## src/rtl/ir_nec_pkg.sv

```systemverilog
// NEC IR timing constants, transmitter FSM encoding and payload assembly.
// Shared by the NEC transmitter and receiver.
package ir_nec_pkg;

  localparam int unsigned NEC_AGC_CYCLES        = 900_000;
  localparam int unsigned NEC_SPACE_CYCLES      = 450_000;
  localparam int unsigned NEC_RPT_SPACE_CYCLES  = 225_000;
  localparam int unsigned NEC_MARK_CYCLES       = 56_000;
  localparam int unsigned NEC_ZERO_SPACE_CYCLES = 56_000;
  localparam int unsigned NEC_ONE_SPACE_CYCLES  = 169_000;
  localparam int unsigned NEC_GAP_CYCLES        = 4_000_000;
  localparam int unsigned NEC_CARR_PERIOD       = 2_632;
  localparam int unsigned NEC_CARR_HIGH         = 877;

  typedef enum logic [2:0] {
    ST_IDLE      = 3'd0,
    ST_AGC       = 3'd1,
    ST_SPACE     = 3'd2,
    ST_BIT_MARK  = 3'd3,
    ST_BIT_SPACE = 3'd4,
    ST_STOP      = 3'd5,
    ST_GAP       = 3'd6
  } nec_state_e;

  // Transmitted LSB first: addr, ~addr, cmd, ~cmd.
  function automatic logic [31:0] nec_payload(input logic [7:0] addr,
                                              input logic [7:0] cmd);
    return {~cmd, cmd, ~addr, addr};
  endfunction

endpackage

```

## src/rtl/ir_carrier_gen.sv

```systemverilog
// Carrier generator: free-running phase while enabled, restarted by clr,
// output high for the first CARR_HIGH cycles of each CARR_PERIOD.
module ir_carrier_gen
  import ir_nec_pkg::*;
#(
  parameter int unsigned CARR_PERIOD = NEC_CARR_PERIOD,
  parameter int unsigned CARR_HIGH   = NEC_CARR_HIGH
) (
  input  logic clk,
  input  logic rst_n,
  input  logic en,
  input  logic clr,
  output logic carrier
);

  localparam int unsigned PW = (CARR_PERIOD > 1) ? $clog2(CARR_PERIOD) : 1;

  logic [PW-1:0] phase;

  always_ff @(posedge clk or negedge rst_n) begin
    if (!rst_n) begin
      phase <= '0;
    end else if (clr) begin
      phase <= '0;
    end else if (en) begin
      phase <= (phase == PW'(CARR_PERIOD - 1)) ? '0 : phase + PW'(1);
    end
  end

  assign carrier = en && (phase < PW'(CARR_HIGH));

endmodule

```

## src/rtl/ir_nec_xmt.sv

```systemverilog
// NEC IR transmitter: sends a full NEC frame or a repeat code as an
// active-low envelope plus a carrier-modulated LED drive.
module ir_nec_xmt
  import ir_nec_pkg::*;
#(
  parameter int unsigned AGC_CYCLES        = NEC_AGC_CYCLES,
  parameter int unsigned SPACE_CYCLES      = NEC_SPACE_CYCLES,
  parameter int unsigned RPT_SPACE_CYCLES  = NEC_RPT_SPACE_CYCLES,
  parameter int unsigned MARK_CYCLES       = NEC_MARK_CYCLES,
  parameter int unsigned ZERO_SPACE_CYCLES = NEC_ZERO_SPACE_CYCLES,
  parameter int unsigned ONE_SPACE_CYCLES  = NEC_ONE_SPACE_CYCLES,
  parameter int unsigned GAP_CYCLES        = NEC_GAP_CYCLES,
  parameter int unsigned CARR_PERIOD       = NEC_CARR_PERIOD,
  parameter int unsigned CARR_HIGH         = NEC_CARR_HIGH
) (
  input  logic       clk,
  input  logic       rst_n,
  input  logic       start,
  input  logic       repeat_code,
  input  logic [7:0] addr,
  input  logic [7:0] cmd,
  output logic       ir_env,
  output logic       ir_led,
  output logic       busy,
  output logic       done,
  output logic [2:0] state_dbg
);

  nec_state_e  state, state_nxt;
  logic [31:0] tim;
  logic [31:0] seg_len;
  logic [31:0] shreg;
  logic [4:0]  bit_cnt;
  logic        is_rpt;
  logic        seg_end;
  logic        accept;
  logic        mark_q, mark_nxt;
  logic        busy_nxt, done_nxt;
  logic        carr_clr;

  assign accept    = (state == ST_IDLE) && (start || repeat_code);
  assign state_dbg = state;

  always_ff @(posedge clk or negedge rst_n) begin
    if (!rst_n) state <= ST_IDLE;
    else        state <= state_nxt;
  end

  // Length of the segment the FSM is currently in.
  always_comb begin
    seg_len = 32'd1;
    case (state)
      ST_AGC:       seg_len = 32'(AGC_CYCLES);
      ST_SPACE:     seg_len = is_rpt ? 32'(RPT_SPACE_CYCLES) : 32'(SPACE_CYCLES);
      ST_BIT_MARK:  seg_len = 32'(MARK_CYCLES);
      ST_BIT_SPACE: seg_len = shreg[0] ? 32'(ONE_SPACE_CYCLES) : 32'(ZERO_SPACE_CYCLES);
      ST_STOP:      seg_len = 32'(MARK_CYCLES);
      ST_GAP:       seg_len = 32'(GAP_CYCLES);
      default:      seg_len = 32'd1;
    endcase
  end

  assign seg_end = (tim == seg_len - 32'd1);

  always_comb begin
    state_nxt = state;
    case (state)
      ST_IDLE:      if (accept)  state_nxt = ST_AGC;
      ST_AGC:       if (seg_end) state_nxt = ST_SPACE;
      ST_SPACE:     if (seg_end) state_nxt = is_rpt ? ST_STOP : ST_BIT_MARK;
      ST_BIT_MARK:  if (seg_end) state_nxt = ST_BIT_SPACE;
      ST_BIT_SPACE: if (seg_end) state_nxt = (bit_cnt == 5'd31) ? ST_STOP : ST_BIT_MARK;
      ST_STOP:      if (seg_end) state_nxt = ST_GAP;
      ST_GAP:       if (seg_end) state_nxt = ST_IDLE;
      default:                   state_nxt = ST_IDLE;
    endcase
  end

  // Outputs are decoded from the next state and registered so the pins
  // change exactly once per state change and never glitch.
  always_comb begin
    mark_nxt = (state_nxt == ST_AGC) || (state_nxt == ST_BIT_MARK) ||
               (state_nxt == ST_STOP);
    busy_nxt = (state_nxt != ST_IDLE);
    done_nxt = (state == ST_STOP) && (state_nxt == ST_GAP);
    carr_clr = mark_nxt && !mark_q;
  end

  always_ff @(posedge clk or negedge rst_n) begin
    if (!rst_n) begin
      mark_q <= 1'b0;
      busy   <= 1'b0;
      done   <= 1'b0;
    end else begin
      mark_q <= mark_nxt;
      busy   <= busy_nxt;
      done   <= done_nxt;
    end
  end

  assign ir_env = ~mark_q;

  always_ff @(posedge clk or negedge rst_n) begin
    if (!rst_n) begin
      tim     <= '0;
      bit_cnt <= '0;
      shreg   <= '0;
      is_rpt  <= 1'b0;
    end else begin
      tim <= ((state_nxt != state) || (state == ST_IDLE)) ? '0 : tim + 32'd1;
      if (accept) begin
        is_rpt  <= !start;
        bit_cnt <= '0;
        if (start) shreg <= nec_payload(addr, cmd);
      end else if ((state == ST_BIT_SPACE) && seg_end) begin
        bit_cnt <= bit_cnt + 5'd1;
        shreg   <= {1'b0, shreg[31:1]};
      end
    end
  end

  ir_carrier_gen #(
    .CARR_PERIOD(CARR_PERIOD),
    .CARR_HIGH  (CARR_HIGH)
  ) u_carrier (
    .clk    (clk),
    .rst_n  (rst_n),
    .en     (mark_q),
    .clr    (carr_clr),
    .carrier(ir_led)
  );

endmodule
```

## config.mk

```make
export PLATFORM = sky130hd
export DESIGN_NAME = ir_nec_xmt
export DESIGN_NICKNAME = d
export VERILOG_FILES = /design/src/rtl/ir_nec_pkg.sv /design/src/rtl/ir_carrier_gen.sv /design/src/rtl/ir_nec_xmt.sv
export SDC_FILE = /design/constraint.sdc
export NUM_CORES = 1
export LEC_CHECK = 0
export ABC_AREA = 1
export CORE_AREA = 3 3 120 122
export CTS_BUF_LIST = sky130_fd_sc_hd__clkbuf_16
export DETAILED_ROUTE_END_ITERATION = 10
export DIE_AREA = 0 0 123 125
export PLACE_DENSITY = 0.55
export REMOVE_ABC_BUFFERS = 1
export SETUP_SLACK_MARGIN = 0.05
export SLEW_MARGIN = 10
export SYNTH_ARGS = -nofsm -noshare
export SYNTH_HDL_FRONTEND = slang
export SYNTH_SLANG_ARGS = --single-unit
```

## constraint.sdc

```tcl
create_clock -name clk -period 4.25 [get_ports clk]
set_input_delay 0.85 -clock clk [delete_from_list [all_inputs] [get_ports clk]]
set_output_delay 0.85 -clock clk [all_outputs]
set_load 0.02 [all_outputs]
```

* Yosys cells after proc, flatten, opt, wreduce, memory -nomap -nowiden
Index checks and enable logic that the tools add are counted.
Word-level totals: word-level logic and storage cells 71, bits in registers 88, output and inout bits 7
Cells by class: multiplexer cells 22, magnitude comparators 1, reductions and logical operators 17, add/subtract/negate cells 4, equality and inequality tests 15, bitwise gates (word level) 3
Operators with widths (number):
- two-way mux 32 bit | 4
- one-hot mux 22 bit (5 select lines) | 1
- two-way mux 12 bit | 3
- adder 32 x 1 -> 32 bit, second input constant | 1
- equality test 32 bit | 1
- subtractor 32 x 1 -> 32 bit, second input constant | 1
- two-way mux 3 bit | 9
- one-hot mux 3 bit (7 select lines) | 1
- two-way mux 19 bit | 1
- two-way mux 18 bit | 1
- inverter 8 bit | 2
- equality test 3 bit, second input constant | 5
- adder 12 x 1 -> 12 bit, second input constant | 1
- equality test 12 bit, second input constant | 1
- less-than comparator 12 x 10 -> 1 bit, second input constant | 1
- two-way mux 5 bit | 2
- equality test 3 x 2 -> 1 bit, second input constant | 3
- equality test 3 x 1 -> 1 bit, second input constant | 2
- adder 5 x 1 -> 5 bit, second input constant | 1
- equality test 5 bit, second input constant | 1
- logical AND 1 bit | 5
- logical OR 1 bit | 4
- nonzero test 2 bit | 2
- zero test 3 bit | 1
- 7 further kinds | 8

* Longest topological paths before layout
Gate-level depths: netlist of run 1.
depth in word-level cells 12, gate-level depth with buffers 19, depth with buffers taken out 17

* Modules after synthesis
A second synthesis of run 1 with hierarchy kept.
Unflattened totals: cell total of the unflattened synthesis 675, area total of the unflattened synthesis 5207.5 µm²
Modules (own cells, without submodules):
- ir_nec_xmt | area an instance 4369.2 µm², cells an instance 557, instances 1
- ir_carrier_gen | area an instance 838.3 µm², cells an instance 118, instances 1

* Worst setup path before layout of run 1
Ideal clock, no wire load.
kind reg2out, from register u_carrier.phase[0], to output port ir_led, stages on the path, launching flop included 7, path slack 1.515 ns, arrival time 1.885 ns, cells stage by stage dfrtp_1 inv_1 ha_1 nor3_1 nor2_1 o31ai_1 a2111oi_0
On the way: cells in the longest elaborated chain, start to end 2
RTL lines:
- from (decl) | RTL line ir_carrier_gen.sv:18 | logic [PW-1:0] phase;
- from (signal assigned) | RTL line ir_carrier_gen.sv:26 | phase <= (phase == PW'(CARR_PERIOD - 1)) ? '0 : phase + PW'(1);
- less-than comparator 12 x 10 -> 1 bit | RTL line ir_carrier_gen.sv:30 | assign carrier = en && (phase < PW'(CARR_HIGH));
- logical AND 1 bit | RTL line ir_carrier_gen.sv:30
- to (decl) | RTL line ir_nec_xmt.sv:23 | output logic ir_led,
No other way between the ends.

* Final worst setup path of run 1
from register state[2] (netlist: state_dbg[2]), to register tim[31]
On the way: cells in the longest elaborated chain, start to end 10, elaborated cells between the ends (all ways) 23, classes of those cells add/sub: 1; eq/ne: 8; mux: 10; reduce/logical: 4
RTL lines:
- from (decl) | RTL line ir_nec_xmt.sv:29 | nec_state_e state, state_nxt;
- from (signal assigned) | RTL line ir_nec_xmt.sv:46 | else state <= state_nxt;
- equality test 3 bit / equality test 3 x 2 -> 1 bit (equally long branches) | RTL line ir_nec_xmt.sv:52, ir_nec_xmt.sv:67
- OR reduction 2 bit (no source line)
- one-hot mux 22 bit (5 select lines) | RTL line ir_nec_xmt.sv:52 | case (state)
- subtractor 32 x 1 -> 32 bit | RTL line ir_nec_xmt.sv:63 | assign seg_end = (tim == seg_len - 32'd1);
- equality test 32 bit | RTL line ir_nec_xmt.sv:63
- two-way mux 3 bit (tied with other cells) | RTL line ir_nec_xmt.sv:74 | ST_GAP: if (seg_end) state_nxt = ST_IDLE;
- one-hot mux 3 bit (7 select lines) * | RTL line ir_nec_xmt.sv:67 | case (state)
- net state_nxt[0] | RTL line ir_nec_xmt.sv:29
- inequality test 3 bit * | RTL line ir_nec_xmt.sv:110 | tim <= ((state_nxt != state) || (state == ST_IDLE)) ? '0 : tim + 32'd1;
- logical OR 1 bit * | RTL line ir_nec_xmt.sv:110
- two-way mux 32 bit * | RTL line ir_nec_xmt.sv:110
- to (signal assigned) | RTL line ir_nec_xmt.sv:110
- to (decl) | RTL line ir_nec_xmt.sv:30 | logic [31:0] tim;
The timed path passes the listed nets; every way through them passes the cells marked *. A chain may end at the register's enable or synchronous reset.

==> impl_metrics.ini, run 1 <==
[outcome]
outcome = finished clean

[clock_network]
cts_sinks = 88
clkLatencyLatePin_ns = 0.35
post-cts-setup-buffer-count = 0
ctsHoldBuffers = 0
cts_max_level = 3
clk_pin_slew_worst_paths_ns = 0.06
ctsResizeCount = 0
cts_tree = done
cts_root_buf = clkbuf_16
ctsLongestPathBuffers = 2
cts-buffers-inserted = 9

[yosys]
avgSynthCellArea_um2 = 7.949
synthTopCellsByArea = dfrtp_1 (42%), nand2_1 (11%), nor3_2 (5.9%), o21ai_0 (5.7%), inv_1 (5.5%)
yosysTopAreaCell = dfrtp_1
synth.distinct_cells = 39
netlist_area_um2 = 5294
syn_inst = 666
synth_seq_cells = 88
yosys.area.top_type_share = 0.4160
synth_seq_area_share = 0.4160
yosysWarnings = 0

[critical_path]
arrival_ns = 3.52
cp-start-kind = flop
cp_max_fo = 32
end_kind = flop
required_ns = 4.49
setup.worst_path.class = reg -> reg

[timing]
setup_viol = 0
post-route-min-period_ns = 3.283
rsz0062_at_grt = false
tightest_slew_ns = 0.9109
period_share = 0.7725
hold_viol_final = 0
max_freq_ghz = 0.3046
slew_headroom = 0.3927
finalSetupTns_ns = 0
finClkSkew_ns = 0.009433
drv_slew = 0

[detailed_routing]
remaining_drc_errors = 0
ant_nets = 0
vias = 4368
wl_per_cell_um = 13.49
drt_pre_antenna_iters = 5
finalWirelength_um = 11660
drtIter0Drc = 300
viasPerCell = 5.056

[power]
p_leak_uw = 0.002714
total_power_uw = 1853
pwr_density_cell_nw_per_um2 = 308.8
ir_worst_vdd_mv = 0.2211

[final_layout]
postLayoutCoreUtil = 0.4514
drive_above_1_share = 0.1250
finalNonFillerCells = 864
layout_commonest_cell = nand2_1
n_antenna_cell = 0
fill_cells = 1292
layout.nets = 709
final_cell_mix = nand2_1 (151), dfrtp_1 (88), inv_1 (78)
syn_to_final_growth_pct = 13.38

[hold_path]
hold_path.class = reg -> reg

[global_route]
grt_pass1_vias = 4258
grt.overflow.total = 0
grt_use_met2 = 0.2483
grtUsageTotal = 0.1637
grt_max_degree = 73
antenna_found_initial = 0
grt_pass1_wl_um = 20490
grt_util_met1 = 0.2311
busiest_layer = met2
grt_use_met3 = 0.04065

[place]
globalplace.congestion = 0.8863
dpl.hpwl_um = 8224
placed_cells = 849
io_buffers = 26

[job]
maxCapViolations = 0

[die]
die_w_um = 123
die_area_um2 = 15380
coreArea_um2 = 13300
rows = 42
die_height_um = 125
ios = 27
initial_core_util = 0.3982
## cell usage after synthesis, drive strengths merged
library cell	number
o32ai	2
o211ai	2
inv	86
nor4	5
o21a	1
clkinv	2
clkbuf	9
nand2	161
xor2	21
a21oi	13
a31oi	4
o21ai	76
nand3	38
ha	5
or2	2
and3	1
dfrtp	88
nor3	47
buf	12
o22ai	4
nand4	22
nor2	53
a22o	2
xnor2	6
o31ai	1
nand3b	2
a2111oi	1
## metrics by stage
| stage | hold WS [ns] | area (um^2) | setup slack, ns |
|---|---|---|---|
| 6_report | 0.4732 | 6002 | 0.9667 |
| 5_1_grt | 0.5035 | 6002 | 0.5224 |
| 4_1_cts | 0.4723 | 6002 | 0.9162 |
| 3_5_place_dp | 0.4605 | 5660 | 1.012 |
| 3_3_place_gp | 0.4563 | 5660 | 1.089 |
| 2_1_floorplan | 0.4373 | 5156 | 0.7424 |
## layout make-up
| type | instances | area (um^2) | area share |
|---|---|---|---|
| clock buffers | 9 | 225.2 | 0.03752 |
| clock inverters | 6 | 116.4 | 0.01939 |
| multi-input cells | 469 | 2635 | 0.4390 |
| repair buffers | 28 | 272.8 | 0.04545 |
| flip-flops and latches | 88 | 2202 | 0.3669 |
| well taps | 176 | 220.2 | 0.03669 |
| inverters | 88 | 330.3 | 0.05503 |
## path summary, 6_finish.rpt
| kind | from | endpoint | slack, ns | depth (start not counted) |
|---|---|---|---|---|
| setup / recovery | state_dbg[2] | tim[31] | 0.97 | 14 |
| hold / removal | bit_cnt[3] | bit_cnt[3] | 0.47 | 1 |
| setup reg to reg | state_dbg[2] | tim[31] | 0.97 | 14 |
| hold reg to reg | bit_cnt[3] | bit_cnt[3] | 0.47 | 1 |
| max in group asynchronous | rst_n | tim[26] | 2.84 | 2 |
| min in group asynchronous | rst_n | u_carrier.phase[5] | 0.61 | 1 |
## state kept, by name (all words and copies together), names as in the netlist
name and flops:
shreg 32, is_rpt 1, busy 1, tim 32
done 1, state_dbg 3, mark_q 1, bit_cnt 5
u_carrier.phase 12
## critical path, cell delays in order, from the launching register on
cell     delay, ns
dfrtp_1       0.72
inv_2         0.23
o21ai_1       0.28
nand3_1       0.14
nand2_1       0.08
nand2_1       0.05
nor2_1        0.10
nand2_1       0.09
nor2_4        0.16
nand4_1       0.10
nand3_1       0.20
nand2_2       0.12
nand2_2       0.10
nand3_4       0.41
nor3_1        0.36
## routing by layer
| metal | vias to the layer above | wire [um] |
|---|---|---|
| li1 | 2229 | - |
| met1 | 2088 | 5730 |
| met2 | 43 | 5433 |
| met3 | 8 | 357 |
| met4 | 0 | 134 |
| met5 | - | 0 |
## cells by family after synthesis
family | share of synthesized area
DFF | 0.4160
xor gates and xnor gates | 0.04467
AOI/OAI and AO/OA | 0.1075
adders and majority gates | 0.01182
buffers and inverters | 0.08840
and+or+nand+nor | 0.3316
## report_power, final
| part | switching, uW | internal (uW) | total [uW] | leakage [uW] |
|---|---|---|---|---|
| registers | 9.16 | 859 | 868 | 0.00112 |
| logic | 35.4 | 29.5 | 64.9 | 0.00143 |
| clock network | 345 | 575 | 920 | 0.000166 |
| total | 390 | 1460 | 1850 | 0.00271 |
(Power assumes the default switching activity.)
==> run 2: changes to the inputs <==
==> constraint.sdc (replaced) <==
create_clock -name clk -period 3.2 [get_ports clk]
set_input_delay 0.64 -clock clk [delete_from_list [all_inputs] [get_ports clk]]
set_output_delay 0.64 -clock clk [all_outputs]
set_load 0.02 [all_outputs]
==> run 2 against run 1 <==
Net effect:
- combinational power increased by 38%
- power increased by 30%
- largest cell class unchanged
- die area unchanged
- hold slack got worse by 0.17 ns
- clock power increased by 26%
- cell area increased by 1.5%
- global-route usage increased by 0.57 points
- register-to-register slack got worse by 0.67 ns
- utilization increased by 0.68 points
- sequential share of layout area decreased by 0.52 points
- via count increased by 2.5%
- critical path depth decreased by 7
==> impl_metrics.ini, run 2 (synthesis results as in run 1) <==
[place]
placed_cells = 857
dpl.hpwl_um = 8717
io_buffers = 26
globalplace.congestion = 0.9184

[final_layout]
layout_commonest_cell = nand2_1
layout.nets = 718
final_cell_mix = nand2_1 (151), dfrtp_1 (87), inv_1 (78)
finalNonFillerCells = 874
n_antenna_cell = 0
postLayoutCoreUtil = 0.4582
reg_top3 = shreg: 32 flops, tim: 32 flops, u_carrier.phase: 12 flops
drive_above_1_share = 0.1361
syn_to_final_growth_pct = 15.08

[timing]
finClkSkew_ns = 0.008121
rsz0062_at_grt = false
drv_slew = 0
timing.hold.ws_ns = 0.3042
max_freq_ghz = 0.3400
tightest_slew_ns = 0.6394
slew_headroom = 0.5738
hold_viol_final = 0
setup_viol = 0
post-route-min-period_ns = 2.941
period_share = 0.9192

[critical_path]
setup.worst_path.class = reg -> out
arrival_ns = 2.30
cpMaxStageDelayCell = clkdlybuf4s50_1
end_kind = output port
critPathMaxStageDelay_ns = 0.68
crit_cells = 7
path_buf_inv = 2
required_ns = 2.56
cp-start-kind = flop
crit_chain = inv_1 > ha_1 > nor3_1 > nor2_1 > o31ai_1 > a2111oi_0 > clkdlybuf4s50_1
r2r_cells = 17
crit_family = buffers and inverters
cp_max_fo = 4

[detailed_routing]
finalWirelength_um = 12310
drtIter0Drc = 370
vias = 4477
wl_per_cell_um = 14.08
ant_nets = 0
remaining_drc_errors = 0
drt_pre_antenna_iters = 5
viasPerCell = 5.122

[die]
initial_core_util = 0.3982
rows = 42
coreArea_um2 = 13300
die_height_um = 125
die_w_um = 123
die_area_um2 = 15380
ios = 27

[global_route]
grt_pass1_vias = 4233
grtUsageTotal = 0.1693
antenna_found_initial = 0
grt.overflow.total = 0
grt_max_degree = 49
grt_pass1_wl_um = 21060

[power]
p_int_uw = 1866
netSwitchingPower_uw = 533.8
total_power_uw = 2400
pwr_density_cell_nw_per_um2 = 394.0
pwr-share-seq = 0.480
p_leak_uw = 0.002753
swShare = 0.2224
pwr-share-comb = 0.037
p_clk_frac = 0.482
ir_worst_vdd_mv = 0.2564

[clock_network]
clk_pin_slew_worst_paths_ns = 0.07
cts_sinks = 88
cts_tree = done
cts-buffers-inserted = 9
cts_root_buf = clkbuf_16
ctsHoldBuffers = 0
cts_max_level = 3
clkLatencyLatePin_ns = 0.35
ctsLongestPathBuffers = 2

[hold_path]
hold_path.class = in -> async

[outcome]
outcome = finished clean

[job]
maxCapViolations = 0
## run 2: power groups by stage
stage	logic [uW]	clock network (uW)	registers, uW
finish	89.8	1160	1150
global route	106	1230	1160
CTS	93.8	1190	1150
detailed placement	93.1	0	1170
global placement	91.8	0	1170
floorplan	34.4	0	1170
## run 2: metrics by stage
step,setup slack (ns),setup TNS (ns),instance area (um^2)
3_5_place_dp,0.1813,0,5758
3_3_place_gp,0.2776,0,5758
2_1_floorplan,-0.3076,-10.80,5156
6_report,0.2586,0,6092
5_1_grt,0.06703,0,6092
4_1_cts,0.1706,0,6076
## run 2: cell type report
class	count	area (um^2)
Fill cell	1308	7203
Tap cell	176	220.2
Clock buffer	9	225.2
Timing Repair Buffer	36	370.4
Clock inverter	7	92.59
Multi-Input combinational cell	470	2650
Inverter	88	330.3
Sequential cell	88	2203
## run 2: repair_timing
item	in CTS	in global routing
setup buffers	0	0
gates resized for setup	0	2
endpoints found under the setup margin	0	50
## run 2: final timing paths
path                                    start         end  slack (ns)
min                                     rst_n    shreg[3]        0.30
max                        u_carrier.phase[0]      ir_led        0.26
max in group asynchronous               rst_n    shreg[5]        2.17
max reg2reg                      state_dbg[0]      tim[7]        0.30
min reg2reg                        bit_cnt[3]  bit_cnt[3]        0.48
min in group clk                   bit_cnt[3]  bit_cnt[3]        0.48
## run 2: layer usage
layer	wire, um	global-route usage	vias to the layer above
li1	-	-	2246
met1	6140	0.2547	2131
met2	5530	0.2457	86
met3	438	0.02439	14
met4	199	0.06450	0
met5	0	0	-
## run 2: worst register-to-register path, cell delays in order (launching register included)
cell     delay, ns
dfrtp_2       0.51
nor2_2        0.32
nand2_4       0.15
nand2_4       0.11
inv_2         0.08
nand3_1       0.07
nand2_1       0.06
nor2_2        0.11
nand3_2       0.11
nor2_4        0.15
nand3_4       0.15
nor2_8        0.22
nor2_4        0.08
nand2_2       0.11
nand2_2       0.08
nand3_4       0.20
buf_12        0.21
nor3_2        0.05
